`config.mk`:
```
export PLATFORM = sky130hd
export DESIGN_NAME = match_sequencer
export DESIGN_NICKNAME = d
export VERILOG_FILES = /design/src/rtl/match_sequencer.sv
export SDC_FILE = /design/constraint.sdc
export NUM_CORES = 1
export LEC_CHECK = 0
export ABC_AREA = 0
export BUFFER_PORTS_ARGS = -buffer_cell sky130_fd_sc_hd__buf_4
export CORE_ASPECT_RATIO = 1.25
export CORE_MARGIN = 10
export CORE_UTILIZATION = 45
export CTS_CLUSTER_SIZE = 8
export DETAILED_ROUTE_END_ITERATION = 10
export SETUP_SLACK_MARGIN = 0.2
export SYNTH_ARGS = -nofsm -noshare
export SYNTH_HDL_FRONTEND = slang
export SYNTH_SLANG_ARGS = --single-unit
```
`constraint.sdc`:
```
create_clock -name clk -period 27.5 [get_ports clk]
set_clock_uncertainty 0.2 [all_clocks]
set_input_delay 8.25 -clock clk [delete_from_list [all_inputs] [get_ports clk]]
set_output_delay 8.25 -clock clk [all_outputs]
set_load 0.03 [all_outputs]
```
`src/rtl/match_sequencer.sv`:
```
// rtl/match_sequencer.sv - quidditch round sequencer with time-shared hoop scanner
module match_sequencer #(
  parameter int unsigned TICK_DIV         = 'd25000000,
  parameter int unsigned SERVE_TICKS      = 3,
  parameter int unsigned GOAL_PAUSE_TICKS = 2,
  parameter int unsigned WIN_SCORE        = 7,
  parameter int unsigned BALL_RADIUS      = 10,
  parameter int unsigned GOAL_RADIUS      = 30
) (
  input  logic       clk,
  input  logic       rst,
  input  logic       start,
  input  logic [9:0] ball_x,
  input  logic [9:0] ball_y,
  output logic       game_on,
  output logic       game_over,
  output logic       ball_reset,
  output logic [3:0] score1,
  output logic [3:0] score2,
  output logic [1:0] last_scorer,
  output logic [2:0] state_dbg
);

  typedef enum logic [2:0] {
    S_IDLE  = 3'd0,
    S_SERVE = 3'd1,
    S_PLAY  = 3'd2,
    S_GOAL  = 3'd3,
    S_OVER  = 3'd4
  } state_t;

  // Terminal phase values: the phase counter runs 0..LAST, so the state lasts LAST+1 cycles.
  localparam logic [31:0] SERVE_LAST = 32'(SERVE_TICKS * TICK_DIV - 1);
  localparam logic [31:0] GOAL_LAST  = 32'(GOAL_PAUSE_TICKS * TICK_DIV - 1);
  localparam logic [21:0] HIT_R2     = 22'((GOAL_RADIUS - BALL_RADIUS) * (GOAL_RADIUS - BALL_RADIUS));
  localparam logic [3:0]  WIN        = 4'(WIN_SCORE);

  state_t      state_q, state_d;
  logic [31:0] phase_q, phase_d;
  logic [3:0]  score1_q, score1_d, score2_q, score2_d;
  logic [1:0]  last_scorer_q, last_scorer_d;
  logic        game_on_q, game_on_d, game_over_q, game_over_d, ball_reset_q, ball_reset_d;
  logic [2:0]  scan_idx_q, scan_idx_d;
  logic [9:0]  snap_x_q, snap_x_d, snap_y_q, snap_y_d;
  logic        hit_q, hit_d;
  logic [1:0]  hit_team_q, hit_team_d;

  logic [9:0]         hx, hy;
  logic signed [10:0] dx, dy;
  logic signed [21:0] dx_w, dy_w;
  logic [21:0]        d2;
  logic [3:0]         scorer_score;

  // Scanner: one hoop per cycle against a snapshot taken at idx 0 (bypassed on that cycle).
  always_comb begin
    hx = 10'd300;
    hy = 10'd100;
    case (scan_idx_q)
      3'd0: begin hx = 10'd300; hy = 10'd100; end
      3'd1: begin hx = 10'd400; hy = 10'd100; end
      3'd2: begin hx = 10'd500; hy = 10'd100; end
      3'd3: begin hx = 10'd300; hy = 10'd450; end
      3'd4: begin hx = 10'd400; hy = 10'd450; end
      3'd5: begin hx = 10'd500; hy = 10'd450; end
      default: begin hx = 10'd300; hy = 10'd100; end
    endcase
    scan_idx_d = (scan_idx_q == 3'd5) ? 3'd0 : scan_idx_q + 3'd1;
    snap_x_d   = (scan_idx_q == 3'd0) ? ball_x : snap_x_q;
    snap_y_d   = (scan_idx_q == 3'd0) ? ball_y : snap_y_q;
    dx         = $signed({1'b0, snap_x_d}) - $signed({1'b0, hx});
    dy         = $signed({1'b0, snap_y_d}) - $signed({1'b0, hy});
    dx_w       = {{11{dx[10]}}, dx};
    dy_w       = {{11{dy[10]}}, dy};
    d2         = dx_w * dx_w + dy_w * dy_w;
    hit_d      = (d2 < HIT_R2);
    // Red hoops (idx 0..2) score for team2, blue hoops for team1.
    hit_team_d = (scan_idx_q < 3'd3) ? 2'd2 : 2'd1;
  end

  // Match flow: next state, phase counter, scores and registered output values.
  always_comb begin
    state_d       = state_q;
    phase_d       = 32'd0;
    score1_d      = score1_q;
    score2_d      = score2_q;
    last_scorer_d = last_scorer_q;
    scorer_score  = (last_scorer_q == 2'd1) ? score1_q : score2_q;
    case (state_q)
      S_IDLE: if (start) state_d = S_SERVE;
      S_SERVE: begin
        if (phase_q == SERVE_LAST) state_d = S_PLAY;
        else                       phase_d = phase_q + 32'd1;
      end
      S_PLAY: begin
        if (hit_q) begin
          state_d       = S_GOAL;
          last_scorer_d = hit_team_q;
          if (hit_team_q == 2'd1) score1_d = (score1_q == 4'd15) ? 4'd15 : score1_q + 4'd1;
          else                    score2_d = (score2_q == 4'd15) ? 4'd15 : score2_q + 4'd1;
        end
      end
      S_GOAL: begin
        if (phase_q == GOAL_LAST) state_d = (scorer_score >= WIN) ? S_OVER : S_SERVE;
        else                      phase_d = phase_q + 32'd1;
      end
      S_OVER: begin
        if (start) begin
          state_d       = S_SERVE;
          score1_d      = 4'd0;
          score2_d      = 4'd0;
          last_scorer_d = 2'd0;
        end
      end
      default: state_d = S_IDLE;
    endcase
    game_on_d    = (state_d == S_PLAY);
    game_over_d  = (state_d == S_OVER);
    ball_reset_d = (state_d == S_SERVE) && (state_q != S_SERVE);
  end

  // All state and outputs register here; reset wins over any transition.
  always_ff @(posedge clk) begin
    if (rst) begin
      state_q       <= S_IDLE;
      phase_q       <= 32'd0;
      score1_q      <= 4'd0;
      score2_q      <= 4'd0;
      last_scorer_q <= 2'd0;
      game_on_q     <= 1'b0;
      game_over_q   <= 1'b0;
      ball_reset_q  <= 1'b0;
      scan_idx_q    <= 3'd0;
      snap_x_q      <= 10'd0;
      snap_y_q      <= 10'd0;
      hit_q         <= 1'b0;
      hit_team_q    <= 2'd0;
    end else begin
      state_q       <= state_d;
      phase_q       <= phase_d;
      score1_q      <= score1_d;
      score2_q      <= score2_d;
      last_scorer_q <= last_scorer_d;
      game_on_q     <= game_on_d;
      game_over_q   <= game_over_d;
      ball_reset_q  <= ball_reset_d;
      scan_idx_q    <= scan_idx_d;
      snap_x_q      <= snap_x_d;
      snap_y_q      <= snap_y_d;
      hit_q         <= hit_d;
      hit_team_q    <= hit_team_d;
    end
  end

  assign game_on     = game_on_q;
  assign game_over   = game_over_q;
  assign ball_reset  = ball_reset_q;
  assign score1      = score1_q;
  assign score2      = score2_q;
  assign last_scorer = last_scorer_q;
  assign state_dbg   = state_q;

endmodule
```
==> results.md, run 1 <==
- WL final: around 30 mm
- Flop-to-flop setup slack: 17640 ps
- TritonCTS Buffers: 9
- HP Class: reg -> reg
- Cts-stage hold buffer count: 0
- Die W: 169 µm
- Status: finished, final reports clean
- Critical Path Start Type: input port
- Gr ovfl total: 0
- Area of the mapped netlist: 12500 µm²
- Per-cell routed wire length: 17.3 µm
- Mapped Avg Cell Area: 9.28 µm²
- # Post-CTS Setup Buffers: 0
- Die Footprint: 34800 µm²
- Commonest non-fill, non-tap cell in the layout: inv_1
- DR vias: 9054
- Critical path capture point: hit_q$_SDFF_PP0_
- Max Cap Viol: 0
- TritonCTS clock tree: done
- Setup TNS: 0 ps
- First-pass GRT wire length: 50.8 mm
- Maximum fanout along the worst path: 10
- Synth async-reset ratio: 0
- Layout net count: 1733
- Synth Register Bits: 74
- First-pass iteration count of the detailed router: 5
- Via density: 5.22
- Ys Warns: 0
- Pins over their slew limit: 0
- Critical path class: in -> reg
- R2R depth: 32
- Final cycle utilization of the critical path: 0.598
- Yosys cell types: 85
- Synthesized net count: 1699
- Most frequent cells in the layout: inv_1, fa_1, nor2_1
- Filler Cell Count: about 2600
- CTS H-tree depth: 3
- Vias in the first global route: between 9000 and 10000
- Synth area leaders: fa_1, dfxtp_1, ha_1, inv_1, nor2_1
- Predominant post-synthesis flop cell: dfxtp_1
- Crit path largest cell delay: 630 ps
- Effective utilization at floorplan: 0.454
- Worst Path Arrival: 16500 ps
- DRC viols: 0
- Detailed Place HPWL: 25.4 mm
- Core region area: 27500 µm²
- Antenna diodes: 0
- Worst reg2reg path startpoint: scan_idx_q[0]$_SDFF_PP0_
- Number of buffers inserted by port buffering: 38
- Cells after synthesis: between 1000 and 1500
- Seq/Total Area, Yosys: 0.119
- Final hold violations: 0
- Worst Path Required: 27550 ps
- Tmin final: 16440 ps
- Area delta synth->final: 7.77%
- Detail Route Antenna Nets: 0
- Placer Congestion: 0.909
- CP endpoint kind: register
- Fraction of layout cells with a size suffix above 1: 0.0832
- CP max-delay cell: xnor2_1
- Sink Count: 74
- Clock Tree Buf Depth: 2
- RSZ-0062 raised after global routing: no
- Die height: 206 µm
- CP most frequent cell: fa_1
- Largest net degree at the start of global routing: between 40 and 50
- GR Util All Layers: 0.183
- Least-Margin Pin Slew: 997 ps
- Area leader, netlist: fa_1
- DRT iter0 DRCs: 544
- Worst-path clk slew: 80 ps
- I/O pins: 39
- Root buf cell: clkbuf_16
- Initial antenna violation count: 0
- Post-synth EDFFs: 0
- Max_slew headroom: 0.335
- Final setup violating endpoints: 0
- Clock Latency Late Sink: 350 ps
- Num rows: 68
- Reg2reg end: hit_q$_SDFF_PP0_
- F_max: between 60 and 70 MHz
- Area share of the largest cell type after synthesis: 0.380
- Critical Path Start: ball_x[3]
- Post_cts resized: 0
[worst min-delay path by stage]
stage / from / to / slack, ps / cells after the start
6_report: phase_q[0]$_SDFF_PP0_ / phase_q[0]$_SDFF_PP0_ / 250 / 1
5_1_grt: phase_q[0]$_SDFF_PP0_ / phase_q[0]$_SDFF_PP0_ / 270 / 1
4_1_cts: phase_q[0]$_SDFF_PP0_ / phase_q[0]$_SDFF_PP0_ / 250 / 1
3_5_place_dp: phase_q[0]$_SDFF_PP0_ / phase_q[0]$_SDFF_PP0_ / 240 / 1
3_3_place_gp: phase_q[0]$_SDFF_PP0_ / phase_q[0]$_SDFF_PP0_ / 230 / 1
2_1_floorplan: phase_q[0]$_SDFF_PP0_ / phase_q[0]$_SDFF_PP0_ / 220 / 1
[synthesized netlist by cell type, types with 9 or more instances]
cell        n
a21oi_1    43
and2_1      9
and3_1     10
clkbuf_1   14
dfxtp_1    74
fa_1      237
ha_1       95
inv_1     277
mux2_2      9
mux2i_1    21
nand2_1   105
nand3_1    21
nor2_1    161
nor2b_1    15
o21ai_0    21
xnor2_1    41
xor2_1     23
[critical path, delay by kind of cell]
family                   cells  cell delay, ps
AND/OR/NAND/NOR              6             890
buffers and inverters        5             510
AO/OA/AOI/OAI                4             790
adder cells (fa/ha/maj)      9            4220
multiplexers                 1             300
XOR/XNOR                     4            1500
[through the flow]
step / instances / hold WS [ps] / instance area, µm² / utilization / worst slack, ps
after CTS: 1733 / 255 / 13400 / 0.489 / 11030
after floorplan: 1344 / 218 / 12500 / - / 11360
after global routing: 1733 / 272 / 13400 / 0.489 / 10440
after global placement: 1717 / 232 / 13100 / 0.478 / 10880
after detailed placement: 1717 / 240 / 13100 / 0.478 / 10700
final: 1733 / 253 / 13400 / 0.489 / 11060
[layer usage]
metal,part of all wire,global-route usage,vias to the layer above
li1,-,-,4249
met1,0.37,0.202,4552
met2,0.56,0.351,201
met3,0.033,0.0200,52
met4,0.036,0.0676,0
met5,0,0,-
[registers in the layout, summed over array words and instances, names as in the netlist, 2 cells and up]
name,count
hit_team_q,2
last_scorer,2
phase_q,32
scan_idx_q,3
score1,4
score2,4
snap_x_q,10
snap_y_q,10
state_dbg,3
[cell families after synthesis]
logic type      count (synthesis)  synth area share
flops                          74             0.119
simple gates                  391             0.146
compound gates                130            0.0753
xor+xnor                       69            0.0533
mux                            38            0.0342
fa+ha+maj                     333             0.476
buf+inv                       309            0.0964
[final cells by class]
type	count	area (µm²)	share of cell area
flip-flops and latches	74	1480	0.110
multi-input cells	961	9790	0.728
clock inverters	6	72.6	0.00540
well taps	350	438	0.0326
inverters	287	1080	0.0807
repair buffers	45	338	0.0251
clock buffers	10	239	0.0178
Power of run 1 is not shown: default switching activity piles up to over one toggle a cycle in this logic, so the estimate is an artifact.
==> run 2, diff against run 1 <==
==> constraint.sdc (replaced) <==
create_clock -name clk -period 16.6 [get_ports clk]
set_clock_uncertainty 0.2 [all_clocks]
set_input_delay 4.98 -clock clk [delete_from_list [all_inputs] [get_ports clk]]
set_output_delay 4.98 -clock clk [all_outputs]
set_load 0.03 [all_outputs]
==> results.md, run 2 (synthesis gave the netlist of run 1 again) <==
- Worst hold endpoint: phase_q[0]$_SDFF_PP0_
- Post-Layout Cell Count: 1733 (unchanged)
- Area delta synth->final: 7.78% (about the same)
- First-pass iteration count of the detailed router: 5 (unchanged)
- GR Util All Layers: 0.181 (-0.00170)
- DRT iter0 DRCs: 434 (-20%)
- Per-cell routed wire length: 17.2 µm (-0.59%)
- Commonest non-fill, non-tap cell in the layout: inv_1
- Die height: 206 µm (unchanged)
- CP top delay family: adder cells
- Gr ovfl total: 0 (unchanged)
- Sink Count: 74 (unchanged)
- Max_slew headroom: 0.337 (+0.00170)
- Detailed Place HPWL: 25.3 mm (-0.60%)
- Final cycle utilization of the critical path: 0.797
- CTS H-tree depth: 3 (unchanged)
- R2R depth: 32 (unchanged)
- Least-Margin Pin Slew: 994 ps (-2.55 ps)
- Placed Cells: 1717 (unchanged)
- Effective utilization at floorplan: 0.454 (unchanged)
- Worst Path Required: 16640 ps (-10910 ps)
- I/O pins: 39 (unchanged)
- Finished Core Util: 0.489 (about the same)
- HP Class: reg -> reg
- WHS Path Cells: 1 (unchanged)
- Critical Path Start Type: input port
- Via density: 5.23 (about the same)
- Root buf cell: clkbuf_16
- Critical path class: in -> reg
- TritonCTS Buffers: 9 (unchanged)
- Initial antenna violation count: 0 (unchanged)
- Flop-to-flop setup slack: 6710 ps (-10930 ps)
- Max Cap Viol: 0 (unchanged)
- WL final: 29.7 mm (-0.59%)
- Number of buffers inserted by port buffering: 38 (unchanged)
- Maximum fanout along the worst path: 10 (unchanged)
- Vias in the first global route: 10000 (+0.93%)
- Tmin final: 13230 ps
- First-pass GRT wire length: 50.2 mm (-1.2%)
- CP max-delay cell: xnor2_1
- Regs by FF count: phase_q x32, snap_x_q x10, snap_y_q x10
- Antenna diodes: 0 (unchanged)
- Reg2reg end: hit_q$_SDFF_PP0_
- CP most frequent cell: fa_1
- Core region area: 27500 µm² (unchanged)
- Worst reg2reg path startpoint: scan_idx_q[0]$_SDFF_PP0_
- Crit path largest cell delay: 630 ps (about the same)
- Fraction of layout cells with a size suffix above 1: 0.0832 (unchanged)
- # Post-CTS Setup Buffers: 0 (unchanged)
- Clock Latency Late Sink: 350 ps (about the same)
- Die W: 169 µm (unchanged)
- Biggest register: phase_q
- Setup TNS: 0 ps (unchanged)
- Final setup violating endpoints: 0 (unchanged)
- Placer Congestion: 0.909 (about the same)
- Clock Tree Buf Depth: 2 (unchanged)
- Max FFs per register: 32 (unchanged)
- Worst Path Arrival: 13270 ps (-3230 ps)
- Hold Startpoint: phase_q[0]$_SDFF_PP0_
- RSZ-0062 raised after global routing: no
- CP endpoint kind: register
- Pins over their slew limit: 0 (unchanged)
- Final hold violations: 0 (unchanged)
- F_max: 75.6 MHz
- TritonCTS clock tree: done
- Die Footprint: 34800 µm² (unchanged)
- Most frequent cells in the layout: inv_1, fa_1, nor2_1
- DRC viols: 0 (unchanged)
- Num rows: 68 (unchanged)
- Status: finished, final reports clean
- Buf/Inv on CP: 5 (unchanged)
- Post_cts resized: 0 (unchanged)
- Largest net degree at the start of global routing: 41 (unchanged)
- Layout net count: 1733 (unchanged)
- Cts-stage hold buffer count: 0 (unchanged)
- Worst-path clk slew: 70 ps (about the same)
- Detail Route Antenna Nets: 0 (unchanged)
- DR vias: 9055 (+0.011%)
==> run 2: cell count changes in the layout (fill, tap and decap cells not counted), sizes merged <==
cell	before	now
inv	286	285
clkinv	5	7
clkinvlp	1	0
==> run 2: metrics by stage <==
stage / instance area, µm² / setup WS [ps] / hold slack [ps]
finish: 13400 / 3370 / 251
floorplan: 12500 / 3730 / 218
CTS: 13400 / 3350 / 254
global placement: 13100 / 3250 / 232
global route: 13400 / 2760 / 271
detailed placement: 13100 / 3020 / 240
==> run 2: layout make-up <==
type                       instances  area (µm²)
sequential                        74        1480
fill                            2615       14000
timing repair buffer              45         338
clock inverter                     6        73.8
clock buffer                      10         239
tap                              350         438
inverter                         287        1080
multi-input combinational        961        9790
==> run 2: worst max-delay path by stage <==
stage | from | end | cells past startpoint
2_1_floorplan | ball_x[2] | hit_q$_SDFF_PP0_ | 31
3_3_place_gp | ball_x[2] | hit_q$_SDFF_PP0_ | 31
3_5_place_dp | ball_y[1] | hit_q$_SDFF_PP0_ | 29
4_1_cts | ball_y[1] | hit_q$_SDFF_PP0_ | 29
5_1_grt | ball_x[2] | hit_q$_SDFF_PP0_ | 33
6_report | ball_x[3] | hit_q$_SDFF_PP0_ | 29
==> run 2: routing by layer <==
layer,global-route usage,part of all wire,routed length [µm]
met1,0.197,0.37,11000
met2,0.345,0.55,16400
met3,0.0219,0.036,1070
met4,0.0772,0.043,1260
met5,0,0,0
Power of run 2 is left out for the same reason.
==> run 3, diff against run 2 <==
--- a/config.mk
+++ b/config.mk
@@ -5,7 +5,7 @@
 export SDC_FILE = /design/constraint.sdc
 export NUM_CORES = 1
 export LEC_CHECK = 0
-export ABC_AREA = 0
+export ABC_AREA = 1
 export BUFFER_PORTS_ARGS = -buffer_cell sky130_fd_sc_hd__buf_4
 export CORE_ASPECT_RATIO = 1.25
 export CORE_MARGIN = 10
==> constraint.sdc (replaced) <==
create_clock -name clk -period 11.8 [get_ports clk]
set_clock_uncertainty 0.2 [all_clocks]
set_input_delay 3.54 -clock clk [delete_from_list [all_inputs] [get_ports clk]]
set_output_delay 3.54 -clock clk [all_outputs]
set_load 0.03 [all_outputs]
==> results.md, run 3 <==
- Number of buffers inserted by port buffering: 38 (unchanged)
- Worst-path clk slew: 60 ps (about the same)
- Detailed Place HPWL: 25.8 mm (+1.9%)
- Max FFs per register: 32 (unchanged)
- Filler Cell Count: 2653 (+1.5%)
- GR Util All Layers: 0.183 (+0.00172)
- Fraction of layout cells with a size suffix above 1: 0.0915 (+0.00838)
- Synthesized net count: 1876 (+10%)
- Placer Congestion: 0.899 (-1.1%)
- Max_slew headroom: 0.361 (+0.0239)
- Via density: 4.84 (-7.4%)
- WL final: 29.7 mm (about the same)
- Critical path capture point: hit_q$_SDFF_PP0_
- Crit path largest cell delay: 540 ps (-90 ps)
- Setup TNS: 0 ps (unchanged)
- RSZ-0062 raised after global routing: no
- Critical path class: in -> reg
- Count leader, synth: inv_1
- CP max-delay cell: fa_1
- Uppermost layer routed: met4
- Biggest register: phase_q
- Regs by FF count: phase_q x32, snap_x_q x10, snap_y_q x10
- Yosys cell types: 54 (-36%)
- Vias in the first global route: 10000 (+0.41%)
- DRC viols: 0 (unchanged)
- Pins over their slew limit: 0 (unchanged)
- Clock Tree Buf Depth: 2 (unchanged)
- Synth Register Bits: 74 (unchanged)
- Final setup violating endpoints: 0 (unchanged)
- Layout net count: 1946 (+12%)
- Antenna diodes: 0 (unchanged)
- Post-synth EDFFs: 0 (unchanged)
- Status: finished, final reports clean
- I/O pins: 39 (unchanged)
- Core region area: 26900 µm² (-2.1%)
- CTS H-tree depth: 3 (unchanged)
- Commonest non-fill, non-tap cell in the layout: inv_1
- Critical Path Start Type: input port
- DR vias: 9385 (+3.6%)
- Worst Path Arrival: 11070 ps (-2200 ps)
- Die height: 205 µm (-0.43%)
- Seq/Total Area, Yosys: 0.120 (+0.00115)
- Reg2reg end: hit_q$_SDFF_PP0_
- Gr ovfl total: 0 (unchanged)
- Largest net degree at the start of global routing: 38 (-7.3%)
- Final hold violations: 0 (unchanged)
- Max Cap Viol: 0 (unchanged)
- Area of the multi-input gates: 9300 µm² (-5.1%)
- Met1 Wirelength: 12.0 mm (+9.6%)
- Metal2 WL: 15.8 mm (-3.9%)
- Area leader, netlist: fa_1
- Die Footprint: 34500 µm² (-0.86%)
- Maximum fanout along the worst path: 6 (-4)
- CP endpoint kind: register
- Worst Path Required: 11870 ps (-4770 ps)
- Mapped Avg Cell Area: 8.12 µm² (-12%)
- Register Area: 1480 µm² (unchanged)
- Synth async-reset ratio: 0 (unchanged)
- Worst reg2reg path startpoint: scan_idx_q[0]$_SDFF_PP0_
- Predominant post-synthesis flop cell: dfxtp_1
- F_max: 90.9 MHz
- Final cycle utilization of the critical path: 0.932
- Most frequent cells in the layout: inv_1, fa_1, nand2_1
- WHS Path Cells: 1 (unchanged)
- Num rows: 67 (-1.5%)
- Detail Route Antenna Nets: 0 (unchanged)
- Initial antenna violation count: 0 (unchanged)
- Tmin final: 11000 ps
- Per-cell routed wire length: 15.3 µm (-11%)
- Flop-to-flop setup slack: 2990 ps (-3720 ps)
- Cells after synthesis: 1521 (+13%)
- Met3 routed WL: 933 µm (-13%)
- Area delta synth->final: 10.7%
- Critical Path Start: ball_x[4]
- Synth area leaders: fa_1, inv_1, dfxtp_1, ha_1, nand2_1
- Finished Core Util: 0.509 (+0.0192)
- Area of the mapped netlist: 12400 µm² (-0.96%)
- Least-Margin Pin Slew: 956 ps (-38.2 ps)
- First-pass iteration count of the detailed router: 4 (-1)
- Area share of the largest cell type after synthesis: 0.384 (+0.00370)
- HP Class: reg -> reg
- Top cells by count, synth: inv_1, fa_1, nand2_1
- Die W: 168 µm (-0.43%)
- Effective utilization at floorplan: 0.459 (+0.00518)
- First-pass GRT wire length: 50.3 mm (+0.23%)
- Sink Count: 74 (unchanged)
- Clock Latency Late Sink: 350 ps (about the same)
- TritonCTS Buffers: 9 (unchanged)
- Ys Warns: 0 (unchanged)
- Root buf cell: clkbuf_16
- DRT iter0 DRCs: 475 (+9.4%)
- Cts-stage hold buffer count: 0 (unchanged)
- R2R depth: 35 (+9.4%)
- TritonCTS clock tree: done
==> run 3: cell families after synthesis <==
| kind of cell | share of synthesized area |
|---|---|
| AND/OR/NAND/NOR | 0.186 |
| buffers and inverters | 0.135 |
| adder cells (fa/ha/maj) | 0.480 |
| flip-flops | 0.120 |
| XOR/XNOR | 0.0270 |
| AO/OA/AOI/OAI | 0.0480 |
| multiplexers | 0.00446 |
==> run 3: critical path, delay by kind of cell <==
kind | cells | cell delay [ps]
AO/OA/AOI/OAI | 7 | 1040
AND/OR/NAND/NOR | 16 | 1500
adder cells (fa/ha/maj) | 9 | 4170
buffers and inverters | 8 | 550
XOR/XNOR | 1 | 240
==> run 3: metal layers <==
layer	global-route usage	vias up
li1	-	4626
met1	0.210	4552
met2	0.338	166
met3	0.0220	41
met4	0.0697	0
met5	0	-
==> run 3: per-stage QoR <==
stage               cells  instance area (µm²)  setup slack, ps  hold slack (ps)
floorplan            1521                12400              679              218
global placement     1915                13200              261              233
detailed placement   1915                13200              203              247
CTS                  1930                13500              521              258
global route         1940                13700              202              267
finish               1940                13700              805              256
==> run 3: worst min path at each step <==
stage / from / to / slack, ps
2_1_floorplan: phase_q[0]$_SDFF_PP0_ / phase_q[0]$_SDFF_PP0_ / 220
3_3_place_gp: phase_q[0]$_SDFF_PP0_ / phase_q[0]$_SDFF_PP0_ / 230
3_5_place_dp: phase_q[0]$_SDFF_PP0_ / phase_q[0]$_SDFF_PP0_ / 250
4_1_cts: phase_q[0]$_SDFF_PP0_ / phase_q[0]$_SDFF_PP0_ / 260
5_1_grt: phase_q[0]$_SDFF_PP0_ / phase_q[0]$_SDFF_PP0_ / 270
6_report: phase_q[0]$_SDFF_PP0_ / phase_q[0]$_SDFF_PP0_ / 260
==> run 3: timing repair <==
action	4_1_cts	5_1_grt
resized for setup	0	32
setup endpoints to repair	0	1
buffers inserted	0	10
==> run 3: final cells by class <==
cell class                      instances  area share
Multi-Input combinational cell       1004       0.679
Inverter                              430       0.118
Sequential cell                        74       0.108
Timing Repair Buffer                   72      0.0395
Tap cell                              345      0.0315
Clock buffer                            9      0.0165
Clock inverter                          6     0.00658
Power of run 3 is left out for the same reason.
